### config.mk
export PLATFORM = sky130hd
export DESIGN_NAME = inst_sram_axi_rd_bridge
export DESIGN_NICKNAME = d
export VERILOG_FILES = /design/src/rtl/inst_sram_axi_rd_bridge_pkg.sv /design/src/rtl/inst_bridge_cnt.sv /design/src/rtl/inst_sram_axi_rd_bridge.sv
export SDC_FILE = /design/constraint.sdc
export NUM_CORES = 1
export LEC_CHECK = 0
export ABC_CLOCK_PERIOD_IN_PS = 1600
export BUFFER_PORTS_ARGS = -buffer_cell sky130_fd_sc_hd__buf_2
export CAP_MARGIN = 15
export CORE_MARGIN = 4
export CORE_UTILIZATION = 40
export DETAILED_ROUTE_END_ITERATION = 8
export GPL_TIMING_DRIVEN = 0
export PLACE_DENSITY = 0.83
export RECOVER_POWER = 100
export SKIP_LAST_GASP = 1
export SLEW_MARGIN = 30
export SYNTH_ARGS = -nofsm -noshare
export SYNTH_HDL_FRONTEND = slang
export SYNTH_SLANG_ARGS = --single-unit
### constraint.sdc
create_clock -name clk -period 1.6 [get_ports clk]
set_input_delay 0.24 -clock clk [delete_from_list [all_inputs] [get_ports clk]]
set_output_delay 0.24 -clock clk [all_outputs]
set_load 0.02 [all_outputs]
### src/rtl/inst_sram_axi_rd_bridge_pkg.sv
// Shared constants for the instruction-fetch SRAM-to-AXI read bridge.
package inst_sram_axi_rd_bridge_pkg;

    localparam int PcWidth      = 32;
    localparam int FETCH_ADDR_W = PcWidth;
    localparam int FETCH_DATA_W = 32;

    localparam logic [1:0] AXI_BURST_INCR = 2'b01;
    localparam logic [2:0] AXI_SIZE_4B    = 3'b010;
    localparam logic [7:0] AXI_LEN_1      = 8'd0;
    localparam logic [1:0] AXI_RESP_OKAY  = 2'b00;

    localparam logic [3:0] FETCH_ARID = 4'd0;

    // SLVERR (2'b10) and DECERR (2'b11) both have the upper bit set.
    function automatic logic resp_is_err(input logic [1:0] resp);
        return resp[1];
    endfunction

endpackage

### src/rtl/inst_bridge_cnt.sv
// Up/down counter with load, saturating at 0 and at MAX.
module inst_bridge_cnt
    import inst_sram_axi_rd_bridge_pkg::*;
#(
    parameter int MAX = 2,
    parameter int W   = $clog2(MAX + 1)
) (
    input  logic         clk,
    input  logic         rst_n,
    input  logic         inc_i,
    input  logic         dec_i,
    input  logic         load_i,
    input  logic [W-1:0] load_val_i,
    output logic [W-1:0] cnt_o
);

    localparam logic [W-1:0] MAX_V = W'(MAX);

    logic [W-1:0] cnt_q;
    logic [W-1:0] cnt_d;
    logic         dec_eff;

    assign dec_eff = dec_i && (cnt_q != '0);

    always_comb begin
        cnt_d = cnt_q;
        if (load_i) begin
            cnt_d = load_val_i;
        end else if (inc_i && !dec_eff && (cnt_q != MAX_V)) begin
            cnt_d = cnt_q + W'(1);
        end else if (dec_eff && !inc_i) begin
            cnt_d = cnt_q - W'(1);
        end
    end

    always_ff @(posedge clk or negedge rst_n) begin
        if (!rst_n) begin
            cnt_q <= '0;
        end else begin
            cnt_q <= cnt_d;
        end
    end

    assign cnt_o = cnt_q;

endmodule

### src/rtl/inst_sram_axi_rd_bridge.sv
// SRAM-like fetch port to single-beat AXI4 read bridge with flush cancellation.
// Optional rresp error reporting is enabled with the IBRIDGE_RRESP_CHK_EN macro.
module inst_sram_axi_rd_bridge
    import inst_sram_axi_rd_bridge_pkg::*;
#(
    parameter int         MAX_OUTSTANDING = 2,
    parameter logic [3:0] ARID_VAL        = FETCH_ARID,
    parameter int         ADDR_W          = FETCH_ADDR_W,
    parameter int         DATA_W          = FETCH_DATA_W
) (
    input  logic              clk,
    input  logic              rst_n,
    input  logic              inst_sram_req_i,
    input  logic [ADDR_W-1:0] inst_sram_raddr_i,
    output logic              inst_sram_addr_ok_o,
    output logic              inst_sram_data_ok_o,
    output logic [DATA_W-1:0] inst_sram_rdata_o,
    output logic              inst_bus_err_o,
    input  logic              excep_flush_i,
    output logic [3:0]        arid_o,
    output logic [ADDR_W-1:0] araddr_o,
    output logic [7:0]        arlen_o,
    output logic [2:0]        arsize_o,
    output logic [1:0]        arburst_o,
    output logic              arvalid_o,
    input  logic              arready_i,
    input  logic [3:0]        rid_i,
    input  logic [DATA_W-1:0] rdata_i,
    input  logic [1:0]        rresp_i,
    input  logic              rlast_i,
    input  logic              rvalid_i,
    output logic              rready_o
);

    localparam int            CNT_W   = $clog2(MAX_OUTSTANDING + 1);
    localparam logic [CNT_W-1:0] MAX_CNT = CNT_W'(MAX_OUTSTANDING);

    logic              arvalid_q, arvalid_d;
    logic [ADDR_W-1:0] araddr_q, araddr_d;
    logic              data_ok_q, data_ok_d;
    logic [DATA_W-1:0] rdata_q, rdata_d;
    logic              bus_err_q, bus_err_d;
    logic              rready_q;

    logic [CNT_W-1:0]  out_cnt;
    logic [CNT_W-1:0]  cancel_cnt;
    logic              accept;
    logic              rbeat;
    logic              drop;
    logic              unused_inputs;

    // Valid/ready: a transfer happens on a clock edge where valid and ready are both high;
    // once arvalid_o is raised, it and araddr_o stay fixed until arready_i is seen.
    assign inst_sram_addr_ok_o = inst_sram_req_i && !excep_flush_i
                               && (!arvalid_q || arready_i) && (out_cnt < MAX_CNT);
    assign accept = inst_sram_req_i && inst_sram_addr_ok_o;
    // A beat with nothing outstanding is a protocol violation and is ignored entirely.
    assign rbeat  = rvalid_i && rready_q && (out_cnt != '0);
    assign drop   = (cancel_cnt != '0);

    inst_bridge_cnt #(.MAX(MAX_OUTSTANDING), .W(CNT_W)) u_out_cnt (
        .clk        (clk),
        .rst_n      (rst_n),
        .inc_i      (accept),
        .dec_i      (rbeat),
        .load_i     (1'b0),
        .load_val_i ('0),
        .cnt_o      (out_cnt)
    );

    // On flush every fetch still owed a beat becomes stale; in-order return lets a count suffice.
    inst_bridge_cnt #(.MAX(MAX_OUTSTANDING), .W(CNT_W)) u_cancel_cnt (
        .clk        (clk),
        .rst_n      (rst_n),
        .inc_i      (1'b0),
        .dec_i      (rbeat && drop),
        .load_i     (excep_flush_i),
        .load_val_i (out_cnt - CNT_W'(rbeat)),
        .cnt_o      (cancel_cnt)
    );

    always_comb begin
        arvalid_d = arvalid_q;
        araddr_d  = araddr_q;
        if (accept) begin
            arvalid_d = 1'b1;
            araddr_d  = inst_sram_raddr_i;
        end else if (arready_i) begin
            arvalid_d = 1'b0;
        end
        data_ok_d = rbeat && !drop && !excep_flush_i;
        rdata_d   = rbeat ? rdata_i : rdata_q;
`ifdef IBRIDGE_RRESP_CHK_EN
        bus_err_d = rbeat && !drop && !excep_flush_i && resp_is_err(rresp_i);
`else
        bus_err_d = 1'b0;
`endif
    end

`ifdef IBRIDGE_RRESP_CHK_EN
    assign unused_inputs = ^{rid_i, rlast_i};
`else
    assign unused_inputs = ^{rid_i, rlast_i, rresp_i};
`endif

    always_ff @(posedge clk or negedge rst_n) begin
        if (!rst_n) begin
            arvalid_q <= 1'b0;
            araddr_q  <= '0;
            data_ok_q <= 1'b0;
            rdata_q   <= '0;
            bus_err_q <= 1'b0;
            rready_q  <= 1'b0;
        end else begin
            arvalid_q <= arvalid_d;
            araddr_q  <= araddr_d;
            data_ok_q <= data_ok_d;
            rdata_q   <= rdata_d;
            bus_err_q <= bus_err_d;
            rready_q  <= 1'b1;
        end
    end

    assign arvalid_o           = arvalid_q;
    assign araddr_o            = araddr_q;
    assign arid_o              = ARID_VAL;
    assign arlen_o             = AXI_LEN_1;
    assign arsize_o            = AXI_SIZE_4B;
    assign arburst_o           = AXI_BURST_INCR;
    assign rready_o            = rready_q;
    assign inst_sram_data_ok_o = data_ok_q;
    assign inst_sram_rdata_o   = rdata_q;
    assign inst_bus_err_o      = bus_err_q;

endmodule

# == Word level (Yosys, flattened, before mapping) ==
# Cells that the tools add are included.
# totals
output_inout_bits,86
memories,0
word_cells,44
reg_bits,71
ramBits,0
romBits,0
latch_bits,0
# op_classes
n_addsub,4
div,0
n_eq_ne,1
mul,0
n_mux,6
shift,0
magnitude_cmp,1
bitwise,0
reduce_logical,25
# op_table
op,count
$logic_and 1x1->1,14
$reduce_bool 2->1,5
$mux 2,4
$logic_not 1->1,5
$sub 2x1->2 const B,2
$add 2x1->2 const B,1
$lt 2x2->1 const B,1
$mux 1,2
$ne 2x2->1 const B,1
$sub 2x1->2,1
$logic_or 1x1->1,1

# == Logic depth before layout (Yosys ltp) ==
# Gate-level depths: netlist of the first run.
# logic_depth
ltp_word,9
ltp_mapped,6
mapped_depth_nobuf,5

# == Cells and area by module ==
# Synthesis of the first run repeated with hierarchy kept, for this count alone.
# unflattened
hier_cells,203
hier_area_um2,3114.2
# modules_own_cells
module,instances,area_per_inst_um2,cells_per_inst
inst_sram_axi_rd_bridge,1,2803.9,173
inst_bridge_cnt,2,155.1,15

# == Worst setup path before layout of the first run ==
# Ideal clock, no wire load.
# synth_path
kind,register -> register
startpoint,"register arvalid_q, in the netlist arvalid_o"
endpoint,"register araddr_q[12], in the netlist araddr_o[12]"
setup_ps,128
slack_ps,-35
period_less_slack_ps,1635
stages_incl_launch_ff,5
t_arrival_ps,1507
required_ps,1472
path_cell_list,dfrtp_1 nor2b_1 nor3_4 buf_6 mux2_1
# synth_between
elab_chain_cells,5
# synth_rtl
item,line,text
from (decl),inst_sram_axi_rd_bridge.sv:38,"logic arvalid_q, arvalid_d;"
from (signal assigned),inst_sram_axi_rd_bridge.sv:115,arvalid_q <= arvalid_d;
$logic_not 1->1,inst_sram_axi_rd_bridge.sv:55,&& (!arvalid_q || arready_i) && (out_cnt < MAX_CNT);
$logic_or 1x1->1,inst_sram_axi_rd_bridge.sv:55,
$logic_and 1x1->1 (2 in series),inst_sram_axi_rd_bridge.sv:55,
via inst_sram_addr_ok_o,inst_sram_axi_rd_bridge.sv:15,"output logic inst_sram_addr_ok_o,"
$logic_and 1x1->1,inst_sram_axi_rd_bridge.sv:56,assign accept = inst_sram_req_i && inst_sram_addr_ok_o;
to (signal assigned),inst_sram_axi_rd_bridge.sv:116,araddr_q <= araddr_d;
to (decl),inst_sram_axi_rd_bridge.sv:39,"logic [ADDR_W-1:0] araddr_q, araddr_d;"
# The timed path passes the listed nets, and every way through them passes these cells.
# A chain may end at the register's enable or synchronous reset.

# == Final worst setup path of the first run ==
# layout_path
startpoint,"register arvalid_q, in the netlist arvalid_o"
endpoint,"register araddr_q[5], in the netlist araddr_o[5]"
# layout_between
elab_chain_cells,5
# layout_rtl
item,line
$logic_not 1->1,inst_sram_axi_rd_bridge.sv:55
$logic_or 1x1->1,inst_sram_axi_rd_bridge.sv:55
$logic_and 1x1->1 (2 in series),inst_sram_axi_rd_bridge.sv:55
$logic_and 1x1->1,inst_sram_axi_rd_bridge.sv:56
# Every way passes these cells.

==> results of run 1 <==
[registers in the layout, summed over array words and instances (netlist names)]
name	count
rready_o	1
inst_sram_rdata_o	32
u_out_cnt.cnt_o	2
inst_sram_data_ok_o	1
u_cancel_cnt.cnt_o	2
araddr_o	32
arvalid_o	1
[what timing repair did]
action,in CTS,in global routing
resized for setup,4,6
hold buffers,1,0
pin swaps,2,1
setup buffers,3,3
endpoints found under the hold margin,35,0
setup endpoints to repair,57,35
[layout make-up]
class	count	area, µm²	share of cell area
Inverter	5	18.8	0.00462
Multi-Input combinational cell	106	990	0.244
Clock buffer	11	141	0.0348
Timing Repair Buffer	145	707	0.174
Buffer	24	203	0.0499
Tap cell	96	120	0.0296
Clock inverter	5	105	0.0259
Sequential cell	71	1780	0.438
[critical path, stage by stage, from the launching register on]
cell     delay [ns]
dfrtp_1        0.38
nor2b_4        0.14
nor3_4         0.19
buf_4          0.21
buf_6          0.16
mux2_1         0.33
[report_power, final]
part / switching, µW / internal (µW) / leakage, µW
logic: 1960 / 1310 / 0.00103
clock network: 657 / 1080 / 0.000116
registers: 468 / 2680 / 0.000836
total: 3090 / 5070 / 0.00198
[synth_stat cells]
| master | instances | area share |
|---|---|---|
| o21ai_0 | 3 | 0.0052 |
| and3_1 | 1 | 0.0022 |
| dfrtp_1 | 71 | 0.61 |
| nand2b_1 | 1 | 0.0022 |
| o211ai_4 | 1 | 0.0073 |
| buf_4 | 21 | 0.054 |
| o31a_1 | 1 | 0.0030 |
| o31ai_1 | 1 | 0.0026 |
| and2_1 | 1 | 0.0022 |
| or2_2 | 1 | 0.0022 |
| mux2_1 | 27 | 0.10 |
| a22oi_1 | 1 | 0.0026 |
| xnor2_1 | 2 | 0.0060 |
| ha_1 | 2 | 0.0086 |
| a221o_1 | 1 | 0.0034 |
| mux2_2 | 37 | 0.14 |
| nand2_1 | 2 | 0.0026 |
| nor2b_1 | 1 | 0.0022 |
| conb_1 | 2 | 0.0026 |
| buf_6 | 3 | 0.012 |
| a31oi_1 | 1 | 0.0022 |
| o211a_1 | 1 | 0.0034 |
| inv_1 | 5 | 0.0065 |
| or3_1 | 1 | 0.0022 |
| nor3_4 | 1 | 0.0056 |
[per-layer routing]
metal	up-vias	GRT usage	part of all wire	wire, µm
met1	995	0.164	0.39	2530
met2	101	0.270	0.52	3380
met5	-	0	0	0
met4	0	0.0733	0.014	94
li1	963	-	-	-
met3	10	0.0475	0.075	488
[final timing paths]
path                            slack [ns]                    start                              to
worst max-delay path                  0.05    arvalid_o$_DFFE_PN0P_         araddr_o[5]$_DFFE_PN0P_
worst min-delay path                  0.11     inst_sram_raddr_i[9]         araddr_o[9]$_DFFE_PN0P_
worst max register to register        0.05    arvalid_o$_DFFE_PN0P_         araddr_o[5]$_DFFE_PN0P_
worst min register to register        0.49  araddr_o[3]$_DFFE_PN0P_         araddr_o[3]$_DFFE_PN0P_
max in group asynchronous             0.24                    rst_n  u_out_cnt.cnt_o[1]$_DFFE_PN0P_
min in group asynchronous             0.54                    rst_n         araddr_o[1]$_DFFE_PN0P_
[cells by family (layout without fill, tap and decap cells)]
kind of cell             Yosys count  count (layout)  share of synthesized area
multiplexers                      64              64                      0.248
AO/OA/AOI/OAI                     10              10                     0.0297
AND/OR/NAND/NOR                    9               9                     0.0211
flip-flops                        71              71                      0.612
XOR/XNOR                           2               2                    0.00603
buffers and inverters             29             190                     0.0724
other                              2              19                    0.00258
adder cells (fa/ha/maj)            2               2                    0.00861
[through the flow]
stage	total power [µW]	setup slack, ns	cell area [µm²]	util	std cells
floorplan	5310	0.00111	2970	-	206
global placement	6410	-0.229	3770	0.547	439
detailed placement	6570	-0.303	3800	0.550	440
CTS	8360	0.00315	4090	0.591	460
global route	8700	-0.0379	4060	0.588	463
finish	8160	0.0528	4060	0.588	463
[layout by cell type, fill, tap and decap left out]
cell type | synthesis | routed
and2_1 | 1 | 1
buf_6 | 3 | 9
mux2_2 | 37 | 37
dfrtp_2 | 0 | 2
a31oi_1 | 1 | 1
mux2_1 | 27 | 27
a22oi_1 | 1 | 1
a221o_1 | 1 | 1
clkinvlp_4 | 0 | 2
clkbuf_2 | 0 | 1
o21ai_0 | 3 | 3
or3_1 | 1 | 1
clkbuf_1 | 0 | 45
bufinv_16 | 0 | 3
nand2b_1 | 1 | 1
o211a_1 | 1 | 1
xnor2_1 | 2 | 2
buf_4 | 21 | 23
dlygate4sd3_1 | 0 | 1
nor3_4 | 1 | 1
o31a_1 | 1 | 1
conb_1 | 2 | 19
o31ai_1 | 1 | 1
nand2_1 | 2 | 2
clkbuf_8 | 0 | 10
or2_2 | 1 | 1
ha_1 | 2 | 2
inv_1 | 5 | 5
nor2b_4 | 0 | 1
o211ai_4 | 1 | 1
buf_2 | 0 | 91
dfrtp_1 | 71 | 69
and3_1 | 1 | 1
==> flow_summary.toml, run 1 <==
[routing]
wirelength_um = 6490
firstDrtPassIters = 4
wl_per_cell_um = 14.0
drc = 0
routed_via_density = 4.47
drtIter0Drc = 39
routed-via-count = 2069
ant_nets = 0

[synthesis]
synthCells = 189
synth.distinct_cells = 25
ys_ff_latch = 71
yosys_warnings = 0
netlist_area_um2 = 2910
syn_area_per_cell_um2 = 15.4
yosysSeqAreaShare = 0.612

[min_path]
hold_class = "in2reg"
whs_path_depth = 2

[pwr]
ir_drop_uv = 980
power.density_nw_per_um2 = 2010
leakage_uw = 0.00198

[clock_network]
cts_tree = "yes"
cts_made_buffers = 9
ctsHtreeMaxLevel = 3
path_clk_slew_ns = 0.08
clk_path_buf_depth = 2
clkSinkCount = 71
clock-root-buffer = "clkbuf_8"
clkLatencyLatePin_ns = 0.34

[timing]
drv_slew = 0
fin_crit_ns = 1.55
fmax_ghz = 0.646
tns_ns = 0
hold_viol_final = 0
fin_crit_sh = 0.967
slew_headroom = 0.416
holdWs_ns = 0.110
fin_skew_ns = 0.00722
rsz0062_at_grt = "true"
worst_pin_slew_ns = 0.876
setup_viol = 0

[setup_path]
worstRegToRegCells = 5
worst-endpoint-arrival_ns = 1.76
critical_path_class = "reg2reg"
crit_path_end_kind = "flip-flop"
critPathMaxFanout = 10
start_kind = "flip-flop"
required_ns = 1.82

[global_route]
grt_pass1_vias = 2176
grt_pass1_wl_um = 10200
gr-usage-all-layers = 0.152
gr-total-overflow = 0
antenna_found_initial = 0
grt_max_degree = 37

[placed_design]
place.gp.congestion = 0.717
io_buffer_count = 137
hpwlAfterDp_um = 4980

[floorplanning]
die_h_um = 93.2
start_util = 0.421
die_w_um = 93.2
dieArea_um2 = 8690
pin_count = 163
coreArea_um2 = 6910
num_rows = 30

[job]
maxCapViolCount = 0

[layout]
layout.nets = 441
fillCellCount = 619
drive_gt1_frac = 0.496
area_growth_pct = 39.9
n_antenna_cell = 0

[status]
status = "finished clean"
(Power assumes the default switching activity.)
==> run 2: changes to the inputs <==
ABC_CLOCK_PERIOD_IN_PS = 1900   (was 1600)
CORE_ASPECT_RATIO = 1.1   (was not set)
CORE_UTILIZATION = 45   (was 40)
PLACE_DENSITY = 0.88   (was 0.83)
clock period = 1.9 ns   (was 1.6 ns; I/O delays follow)
==> run 2 against run 1 <==
Against the previous run: die area is 10% lower; fmax is 8.7% lower; largest cell class unchanged; via count is 2.6% lower; wire length is 7.1% lower; total power is 22% lower; final cell count is 4.8% lower; critical path type unchanged; clock-buffer cell count is 1 higher; design area is 4.5% lower; combinational power is 20% lower.
==> flow_summary.toml, run 2 (synthesis results as in run 1) <==
[global_route]
antenna_found_initial = 0
gr-usage-all-layers = 0.165
grt_pass1_wl_um = 10100
grt_pass1_vias = 2211
gr-total-overflow = 0
grt_max_degree = 52

[layout]
stdcell_count = 441
layout_common_cells = "dfrtp_1 (71), buf_2 (69), clkbuf_1 (68)"
n_antenna_cell = 0
mostFrequentLayoutCell = "dfrtp_1"
layout.nets = 438
fin_area_um2 = 3880
drive_gt1_frac = 0.416
area_growth_pct = 33.6

[setup_path]
regToRegSetupSlack_ns = 0.21
worst-endpoint-arrival_ns = 1.90
rr_endpoint = "inst_sram_rdata_o[19]$_DFFE_PN0P_"
crit_start = "u_out_cnt.cnt_o[0]$_DFFE_PN0P_"
critPathMaxFanout = 10
required_ns = 2.11
critical_path_class = "reg2reg"
crit_path_end = "inst_sram_rdata_o[19]$_DFFE_PN0P_"
r2r_start = "u_out_cnt.cnt_o[0]$_DFFE_PN0P_"
crit_path_end_kind = "flip-flop"
worstRegToRegCells = 4
start_kind = "flip-flop"

[clock_network]
clkSinkCount = 71
cts_tree = "yes"
cts_resized = 0
cts_made_buffers = 9
ctsHtreeMaxLevel = 3
clkLatencyLatePin_ns = 0.32
clock-root-buffer = "clkbuf_8"
clk_path_buf_depth = 2
path_clk_slew_ns = 0.07

[timing]
rsz0062_at_grt = "false"
setup_viol = 0
drv_slew = 0
hold_viol_final = 0
fin_skew_ns = 0.00812
slew_headroom = 0.174
tns_ns = 0
fmax_ghz = 0.590
fin_crit_sh = 0.892
worst_pin_slew_ns = 1.24
fin_crit_ns = 1.69

[placed_design]
hpwlAfterDp_um = 4780
dpl.cell_count = 424
io_buffer_count = 137
place_area_um2 = 3780
place.gp.congestion = 0.697

[job]
maxCapViolCount = 0

[floorplanning]
num_rows = 30
start_util = 0.466
pin_count = 163
die_w_um = 84.6
coreArea_um2 = 6230
dieArea_um2 = 7810
die_h_um = 92.3

[routing]
drc = 0
wirelength_um = 6030
wl_per_cell_um = 13.7
ant_nets = 0
routed_via_density = 4.57
firstDrtPassIters = 2
routed-via-count = 2015
drtIter0Drc = 21

[pwr]
leakage_uw = 0.00186
power.density_nw_per_um2 = 1630
ir_drop_uv = 824

[min_path]
hold_class = "in2reg"

[status]
status = "finished clean"
==> run 2: cell types whose count changed in the layout (fill, tap and decap cells not counted), moves of 2 or more <==
cell | before | now
buf_2 | 91 | 69
buf_6 | 9 | 1
bufinv_16 | 3 | 0
clkbuf_1 | 45 | 68
clkbuf_2 | 1 | 4
clkbuf_8 | 10 | 12
clkinvlp_4 | 2 | 0
dfrtp_1 | 69 | 71
dfrtp_2 | 2 | 0
==> run 2: power breakdown <==
part           total (µW)  switching [µW]  internal (µW)  leakage (µW)
combinational        2630            1640            991      0.000934
sequential           2650             396           2260      0.000838
clock                1050             494            557     0.0000902
total                6330            2530           3810       0.00186
==> run 2: worst min path at each step <==
stage | slack [ns] | start | end | cells past startpoint
2_1_floorplan | -0.01 | rst_n | araddr_o[0]$_DFFE_PN0P_ | 0
3_3_place_gp | 0.46 | araddr_o[10]$_DFFE_PN0P_ | araddr_o[10]$_DFFE_PN0P_ | 1
3_5_place_dp | 0.20 | rst_n | araddr_o[10]$_DFFE_PN0P_ | 1
4_1_cts | 0.15 | inst_sram_raddr_i[30] | araddr_o[30]$_DFFE_PN0P_ | 2
5_1_grt | 0.15 | inst_sram_raddr_i[30] | araddr_o[30]$_DFFE_PN0P_ | 2
6_report | 0.17 | inst_sram_raddr_i[30] | araddr_o[30]$_DFFE_PN0P_ | 2
==> run 2: critical path, stage by stage (launching register included) <==
cell and delay (ns):
dfrtp_1 0.48, o211ai_4 0.25, buf_4 0.19, clkbuf_2 0.27, mux2_2 0.38
==> run 2: cell type report <==
| cell class | instances | area [µm²] |
|---|---|---|
| fill | 523 | 2350 |
| sequential | 71 | 1780 |
| multi-input combinational | 106 | 982 |
| timing repair buffer | 142 | 661 |
| buffer | 24 | 174 |
| clock buffer | 12 | 165 |
| tap | 80 | 100 |
| inverter | 5 | 18.8 |
| clock inverter | 1 | 5.00 |
==> run 2: per-layer routing <==
layer  GRT usage  share of wire  up-vias
li1            -              -      961
met1       0.176           0.37      951
met2       0.292           0.53       92
met3      0.0503          0.088       11
met4      0.0818          0.017        0
met5           0              0        -
==> run 2: what timing repair did <==
action                     4_1_cts  5_1_grt
buffers inserted                 1        2
setup endpoints to repair        1        1
hold buffers                     1        0
hold endpoints to repair        20        0
cloned                           0        0
pin swaps                        1        1
==> run 2: metrics by stage <==
stage | setup slack [ns] | power [µW] | hold WS [ns] | utilization
floorplan | 0.265 | 4470 | -0.0106 | -
global placement | 0.132 | 5380 | 0.463 | 0.603
detailed placement | 0.0592 | 5540 | 0.196 | 0.607
CTS | 0.0626 | 6620 | 0.151 | 0.638
global route | 0.0918 | 6780 | 0.150 | 0.623
finish | 0.205 | 6330 | 0.172 | 0.623
